<file path="config.mk">
export PLATFORM = sky130hd
export DESIGN_NAME = ahbslv_wbmas_bridge
export DESIGN_NICKNAME = d
export VERILOG_FILES = /design/src/rtl/ahbslv_wbmas_bridge.sv
export SDC_FILE = /design/constraint.sdc
export NUM_CORES = 1
export LEC_CHECK = 0
export CAP_MARGIN = 20
export CELL_PAD_IN_SITES_DETAIL_PLACEMENT = 0
export CELL_PAD_IN_SITES_GLOBAL_PLACEMENT = 1
export CORE_MARGIN = 8
export CORE_UTILIZATION = 27
export DETAILED_ROUTE_END_ITERATION = 8
export GPL_TIMING_DRIVEN = 0
export HOLD_SLACK_MARGIN = 0.06
export PLACE_DENSITY_LB_ADDON = 0.1
export SLEW_MARGIN = 20
export SYNTH_ARGS = -nofsm -noshare
export SYNTH_HDL_FRONTEND = slang
export SYNTH_SLANG_ARGS = --single-unit
</file>
<file path="constraint.sdc">
create_clock -name hclk -period 2.4 [get_ports hclk]
set_clock_uncertainty 0.15 [all_clocks]
set_input_delay 0.72 -clock hclk [delete_from_list [all_inputs] [get_ports hclk]]
set_output_delay 0.72 -clock hclk [all_outputs]
set_load 0.05 [all_outputs]
</file>
<file path="src/rtl/ahbslv_wbmas_bridge.sv">
// AHB-Lite slave to Wishbone classic master bridge.
// Each single AHB transfer becomes one Wishbone cycle.
module ahbslv_wbmas_bridge #(
  parameter int AWIDTH  = 32,
  parameter int DWIDTH  = 32,
  parameter int TIMEOUT = 256
) (
  input  logic              hclk,
  input  logic              hresetn,
  input  logic              hsel,
  input  logic [AWIDTH-1:0] haddr,
  input  logic [1:0]        htrans,
  input  logic              hwrite,
  input  logic [2:0]        hsize,
  input  logic [2:0]        hburst,
  input  logic [DWIDTH-1:0] hwdata,
  input  logic              hready,
  output logic              hreadyout,
  output logic [1:0]        hresp,
  output logic [DWIDTH-1:0] hrdata,
  output logic [AWIDTH-1:0] wb_adr_o,
  output logic [DWIDTH-1:0] wb_dat_o,
  input  logic [DWIDTH-1:0] wb_dat_i,
  output logic [3:0]        wb_sel_o,
  output logic              wb_we_o,
  output logic              wb_cyc_o,
  output logic              wb_stb_o,
  input  logic              wb_ack_i,
  input  logic              wb_err_i
);

  typedef enum logic [2:0] {
    S_IDLE,
    S_WAIT,
    S_DONE,
    S_ERR1,
    S_ERR2
  } state_e;

  localparam int CW = (TIMEOUT > 1) ? $clog2(TIMEOUT) : 1;
  localparam logic [CW-1:0] TO_LAST = CW'(TIMEOUT - 1);

  state_e            state_q, state_d;
  logic [AWIDTH-1:0] adr_q, adr_d;
  logic              we_q, we_d;
  logic [3:0]        sel_q, sel_d;
  logic [DWIDTH-1:0] rdata_q, rdata_d;
  logic [CW-1:0]     cnt_q, cnt_d;

  logic       valid;
  logic       accept;
  logic       legal;
  logic       timeout;
  logic [3:0] sel_req;
  logic       unused_ok;

  assign unused_ok = ^{hburst, htrans[0]};

  assign valid = hsel & htrans[1] & hready;

  // Only IDLE/DONE/ERR2 present hreadyout=1, so only they can see an address phase.
  assign accept = valid & ((state_q == S_IDLE) |
                           (state_q == S_DONE) |
                           (state_q == S_ERR2));

  assign timeout = (TIMEOUT != 0) && (cnt_q == TO_LAST);

  always_comb begin
    sel_req = 4'b1111;
    legal   = 1'b1;
    unique case (1'b1)
      hsize == 3'd0: sel_req = 4'b0001 << haddr[1:0];
      hsize == 3'd1: begin
        sel_req = haddr[1] ? 4'b1100 : 4'b0011;
        legal   = ~haddr[0];
      end
      hsize == 3'd2: legal = (haddr[1:0] == 2'b00);
      default:       legal = 1'b0;
    endcase
  end

  always_comb begin
    state_d   = state_q;
    cnt_d     = cnt_q;
    adr_d     = adr_q;
    we_d      = we_q;
    sel_d     = sel_q;
    rdata_d   = rdata_q;
    hreadyout = 1'b1;
    hresp     = 2'b00;
    wb_cyc_o  = 1'b0;
    if (accept) begin
      adr_d = {haddr[AWIDTH-1:2], 2'b00};
      we_d  = hwrite;
      sel_d = sel_req;
    end
    unique case (state_q)
      S_IDLE, S_DONE, S_ERR2: begin
        if (state_q == S_ERR2) hresp = 2'b01;
        if (accept) begin
          state_d = legal ? S_WAIT : S_ERR1;
          cnt_d   = '0;
        end else begin
          state_d = S_IDLE;
        end
      end
      S_WAIT: begin
        hreadyout = 1'b0;
        wb_cyc_o  = 1'b1;
        if (wb_err_i) begin
          state_d = S_ERR1;
        end else if (wb_ack_i) begin
          state_d = S_DONE;
          if (!we_q) rdata_d = wb_dat_i;
        end else if (timeout) begin
          state_d = S_ERR1;
        end else begin
          cnt_d = cnt_q + CW'(1);
        end
      end
      S_ERR1: begin
        hreadyout = 1'b0;
        hresp     = 2'b01;
        state_d   = S_ERR2;
      end
      default: state_d = S_IDLE;
    endcase
  end

  always_ff @(posedge hclk or negedge hresetn) begin
    if (!hresetn) begin
      state_q <= S_IDLE;
      cnt_q   <= '0;
      adr_q   <= '0;
      we_q    <= 1'b0;
      sel_q   <= 4'b0000;
      rdata_q <= '0;
    end else begin
      state_q <= state_d;
      cnt_q   <= cnt_d;
      adr_q   <= adr_d;
      we_q    <= we_d;
      sel_q   <= sel_d;
      rdata_q <= rdata_d;
    end
  end

  assign wb_stb_o = wb_cyc_o;
  assign wb_adr_o = adr_q;
  assign wb_we_o  = we_q;
  assign wb_sel_o = sel_q;
  assign wb_dat_o = hwdata;
  assign hrdata   = rdata_q;

endmodule

</file>
# Word level (Yosys, flattened, before mapping)
# Cells that the tools add are included.
# word_totals
ff_bits,78
wordCells,54
inputBits,111
# classes
bitwise_logic,8
shift,1
reduce_logical,8
addsub,1
n_eq_ne,12
muxes,18
# ops
operator,n
$mux W8,4
$pmux W8 S2,1
$eq A3 B2 Y1 const B,3
$mux W3,3
$pmux W3 S3,1
$add A8 B1 Y8 const B,1
$eq A8 B8 Y1 const B,1
$ne A2 B2 Y1 const B,4
$pmux W4 S2,1
$eq A3 B1 Y1 const B,2
$logic_not A3 Y1,2
$reduce_and A5 Y1,1
$mux W2,2
$mux W4,1
$ne A4 B4 Y1 const B,1
$reduce_and A4 Y1,1
$shl A1 B2 Y4 const A,1
$and A1 B1 Y1,3
$eq A3 B3 Y1 const B,1
$mux W1,3
$not A1 Y1,3
$pmux W1 S3,1
$reduce_or A3 Y1,1
$logic_not A2 Y1,1
4 further kinds,5

# Longest topological paths before layout
# depth
ltp_word,6
mapped_depth,6
mapped_depth_nobuf,5

# Worst setup path after synthesis
# Ideal clock, no wire load.
# synth_path
path_kind,reg-to-reg
start,register state_q[2]
end,register rdata_q[0] (netlist: hrdata[0])
t_arrival_ns,2.146
path_stages_with_launch,6
path_slack_ns,-0.021
setup_ns,0.125
period_less_slack_ns,2.421
cell_sequence,dfrtp_1 > nor3b_4 > or4b_1 > buf_6 > buf_12 > mux2_4
# synth_between
elab_chain_cells,2
# synth_rtl
element,line,rtl
"start, declared",43,"state_e state_q, state_d;"
"start signal, assigned",139,state_q <= state_d;
$eq A3 B1 Y1,97,unique case (state_q)
$reduce_and A4 Y1 (no line),n/a,
"end signal, assigned",144,rdata_q <= rdata_d;
"end, declared",47,"logic [DWIDTH-1:0] rdata_q, rdata_d;"
# No other way between the ends.
# A chain may end at the register's enable or synchronous reset.

# Final worst setup path
# layout_path
start,register adr_q[25] (netlist: wb_adr_o[25])
end,output port wb_adr_o[25]
# layout_rtl
element,line,rtl
"start, declared",44,"logic [AWIDTH-1:0] adr_q, adr_d;"
"start signal, assigned",141,adr_q <= adr_d;
"end, declared",21,"output logic [AWIDTH-1:0] wb_adr_o,"
# No word-level cell between the ends.

==> flow_metrics.env <==
export IMPL_drc_errors=0
export IMPL_synth_cell_types=35
export IMPL_cpPeakStageDelay_ns=0.82
export IMPL_grt_pass1_wl_um=16200
export IMPL_p_total_w=0.00692
export IMPL_num_vias=2878
export IMPL_finalCritPeriodShare_pct=98.7
export IMPL_grt_pass1_vias=3027
export IMPL_worstMarginPinSlew_ns=0.656
export IMPL_hp_class="in2async"
export IMPL_cts_inserted_buffers=9
export IMPL_maxCapViolCount=0
export IMPL_ys_warnings_count=0
export IMPL_crit_required_ns=1.53
export IMPL_worstSetupPathType="reg2out"
export IMPL_post_route_min_period_ns=2.37
export IMPL_grt_usage_pct=12.5
export IMPL_row_count=42
export IMPL_dp_cells=677
export IMPL_viasPerCell=4.15
export IMPL_ff2ff_path_depth=7
export IMPL_vdd_drop_max_mv=0.392
export IMPL_die_w_um=131
export IMPL_synthesis_instances=321
export IMPL_max_freq_mhz=422
export IMPL_cts_tree="built"
export IMPL_dieHeight_um=131
export IMPL_core_um2=13100
export IMPL_num_io_pins=217
export IMPL_path_depth=1
export IMPL_path_clk_slew_ns=0.06
export IMPL_wirelength_um=10900
export IMPL_ys_ff_latch=78
export IMPL_arrival_ns=1.50
export IMPL_drt_iter0_markers=93
export IMPL_port_buffer_count=177
export IMPL_ys_seq_area_share_pct=54.8
export IMPL_first_pass_iters=4
export IMPL_drive_gt1_share_pct=19.7
export IMPL_leakage_nw=3.26
export IMPL_hold_viol=0
export IMPL_clock_sinks=78
export IMPL_final_core_util_pct=45.3
export IMPL_final_common_cell="nand2_1"
export IMPL_postSynthAreaPerCell_um2=11.1
export IMPL_synthesis_area_um2=3560
export IMPL_cp_max_fo=2
export IMPL_dpl_hpwl_um=8230
export IMPL_relSlewSlack_pct=56.0
export IMPL_grt_max_degree=48
export IMPL_ctsHtreeMaxLevel=3
export IMPL_slowest_stage="clkdlybuf4s50_1"
export IMPL_crit_family="buffers and inverters"
export IMPL_start_util_pct=27.2
export IMPL_antenna_left=0
export IMPL_slew_violations=0
export IMPL_crit_chain="clkdlybuf4s50_1"
export IMPL_cts_root_buf="clkbuf_16"
export IMPL_finalNonFillerCells=694
export IMPL_grt_remaining_overflow=0
export IMPL_critPathCaptureType="primary output"
export IMPL_final_cell_mix="nand2_1 (103), clkdlybuf4s50_1 (92), dfrtp_1 (76)"
export IMPL_insertion_delay_ns=0.34
export IMPL_diodes=0
export IMPL_die_area_um2=17100
export IMPL_fin_nets=627
export IMPL_antenna_found_initial=0
export IMPL_clockBufferDepth=2
export IMPL_finalSetupTns_ns=0
export IMPL_cp_start_kind="register"
export IMPL_gp_congestion=0.708
export IMPL_wl_per_cell_um=15.7
export IMPL_critPathBufInv=1
export IMPL_setup_viol=0
export IMPL_status="finished, final reports clean"
export IMPL_area_growth_pct=66.4
export IMPL_power_density_nw_per_um2=1170
state kept, by name, indices dropped and copies added (netlist names):
register  cells
wb_sel_o      4
state_q       3
wb_adr_o     30
hrdata       32
wb_we_o       1
cnt_q         8
path summary, 6_finish.rpt:
path / start / end / slack (ns)
setup / recovery: wb_adr_o[25] / wb_adr_o[25] / 0.03
hold / removal: hresetn / hrdata[3] / 0.18
setup reg to reg: state_q[2] / hrdata[20] / 0.11
hold reg to reg: wb_adr_o[11] / wb_adr_o[11] / 0.32
max in group asynchronous: hresetn / state_q[2] / 1.33
min in group hclk: wb_adr_o[11] / wb_adr_o[11] / 0.32
per-stage QoR:
stage	worst slack, ns	cell area (um^2)	hold WS (ns)
2_1_floorplan	-0.0113	3570	0.274
3_3_place_gp	-2.68	5560	0.307
3_5_place_dp	-0.331	5590	0.311
4_1_cts	0.000695	5810	0.181
5_1_grt	-0.0127	5920	0.207
6_report	0.0314	5920	0.175
report_power, final:
part	leakage (nW)	switching (W)	total (W)	internal, W
combinational	2.15	0.00229	0.00360	0.00131
clock	0.132	0.000503	0.00130	0.000793
sequential	0.972	0.000248	0.00202	0.00178
total	3.26	0.00304	0.00692	0.00388
repair_timing:
action | 4_1_cts | 5_1_grt
endpoints found under the setup margin | 48 | 58
pin swaps | 1 | 0
setup buffers | 2 | 1
gates resized for setup | 65 | 46
hold buffers | 0 | 0
logic make-up after synthesis:
family,share of synthesized area [%]
other,0.105
AOI/OAI and AO/OA,5.45
buffers and inverters,10.8
adders and majority gates,0.351
muxes,13.6
DFF,54.8
and+or+nand+nor,15.0
cell type report:
cell class | instances | area (um^2)
fill | 1234 | 7160
sequential | 78 | 1950
timing repair buffer | 181 | 1850
multi-input combinational | 194 | 1240
buffer | 48 | 375
clock buffer | 12 | 236
tap | 176 | 220
clock inverter | 2 | 35.0
inverter | 3 | 11.3
per-layer routing:
layer	track usage, %	up-vias	part of all wire [%]
met1	15.5	1327	44
met4	6.08	0	1.8
met5	0	-	0
met2	18.5	126	44
li1	-	1413	-
met3	4.99	12	10
cell usage after synthesis (all sizes together):
master,instances,area [um^2]
a2111oi,1,8.76
a21boi,2,15.0
a21o,2,17.5
a21oi,5,25.0
a22oi,1,7.51
a2bb2oi,1,8.76
a31oi,4,25.0
a41oi,1,8.76
buf,40,342
clkbuf,8,30.0
conb,1,3.75
dfrtp,78,1950
ha,1,12.5
inv,3,11.3
mux2,32,473
mux2i,1,10.0
nand2,103,387
nand2b,1,6.26
nand3,6,30.0
nand4,1,6.26
nand4b,1,8.76
nor2,10,37.5
nor3,1,5.00
nor3b,1,18.8
o211a,1,10.0
o211ai,1,7.51
o21ai,6,30.0
o21bai,1,7.51
o31ai,3,22.5
or2b,1,8.76
or4,2,15.0
or4b,1,10.0
No activity file was read; power rests on OpenSTA's default activity.
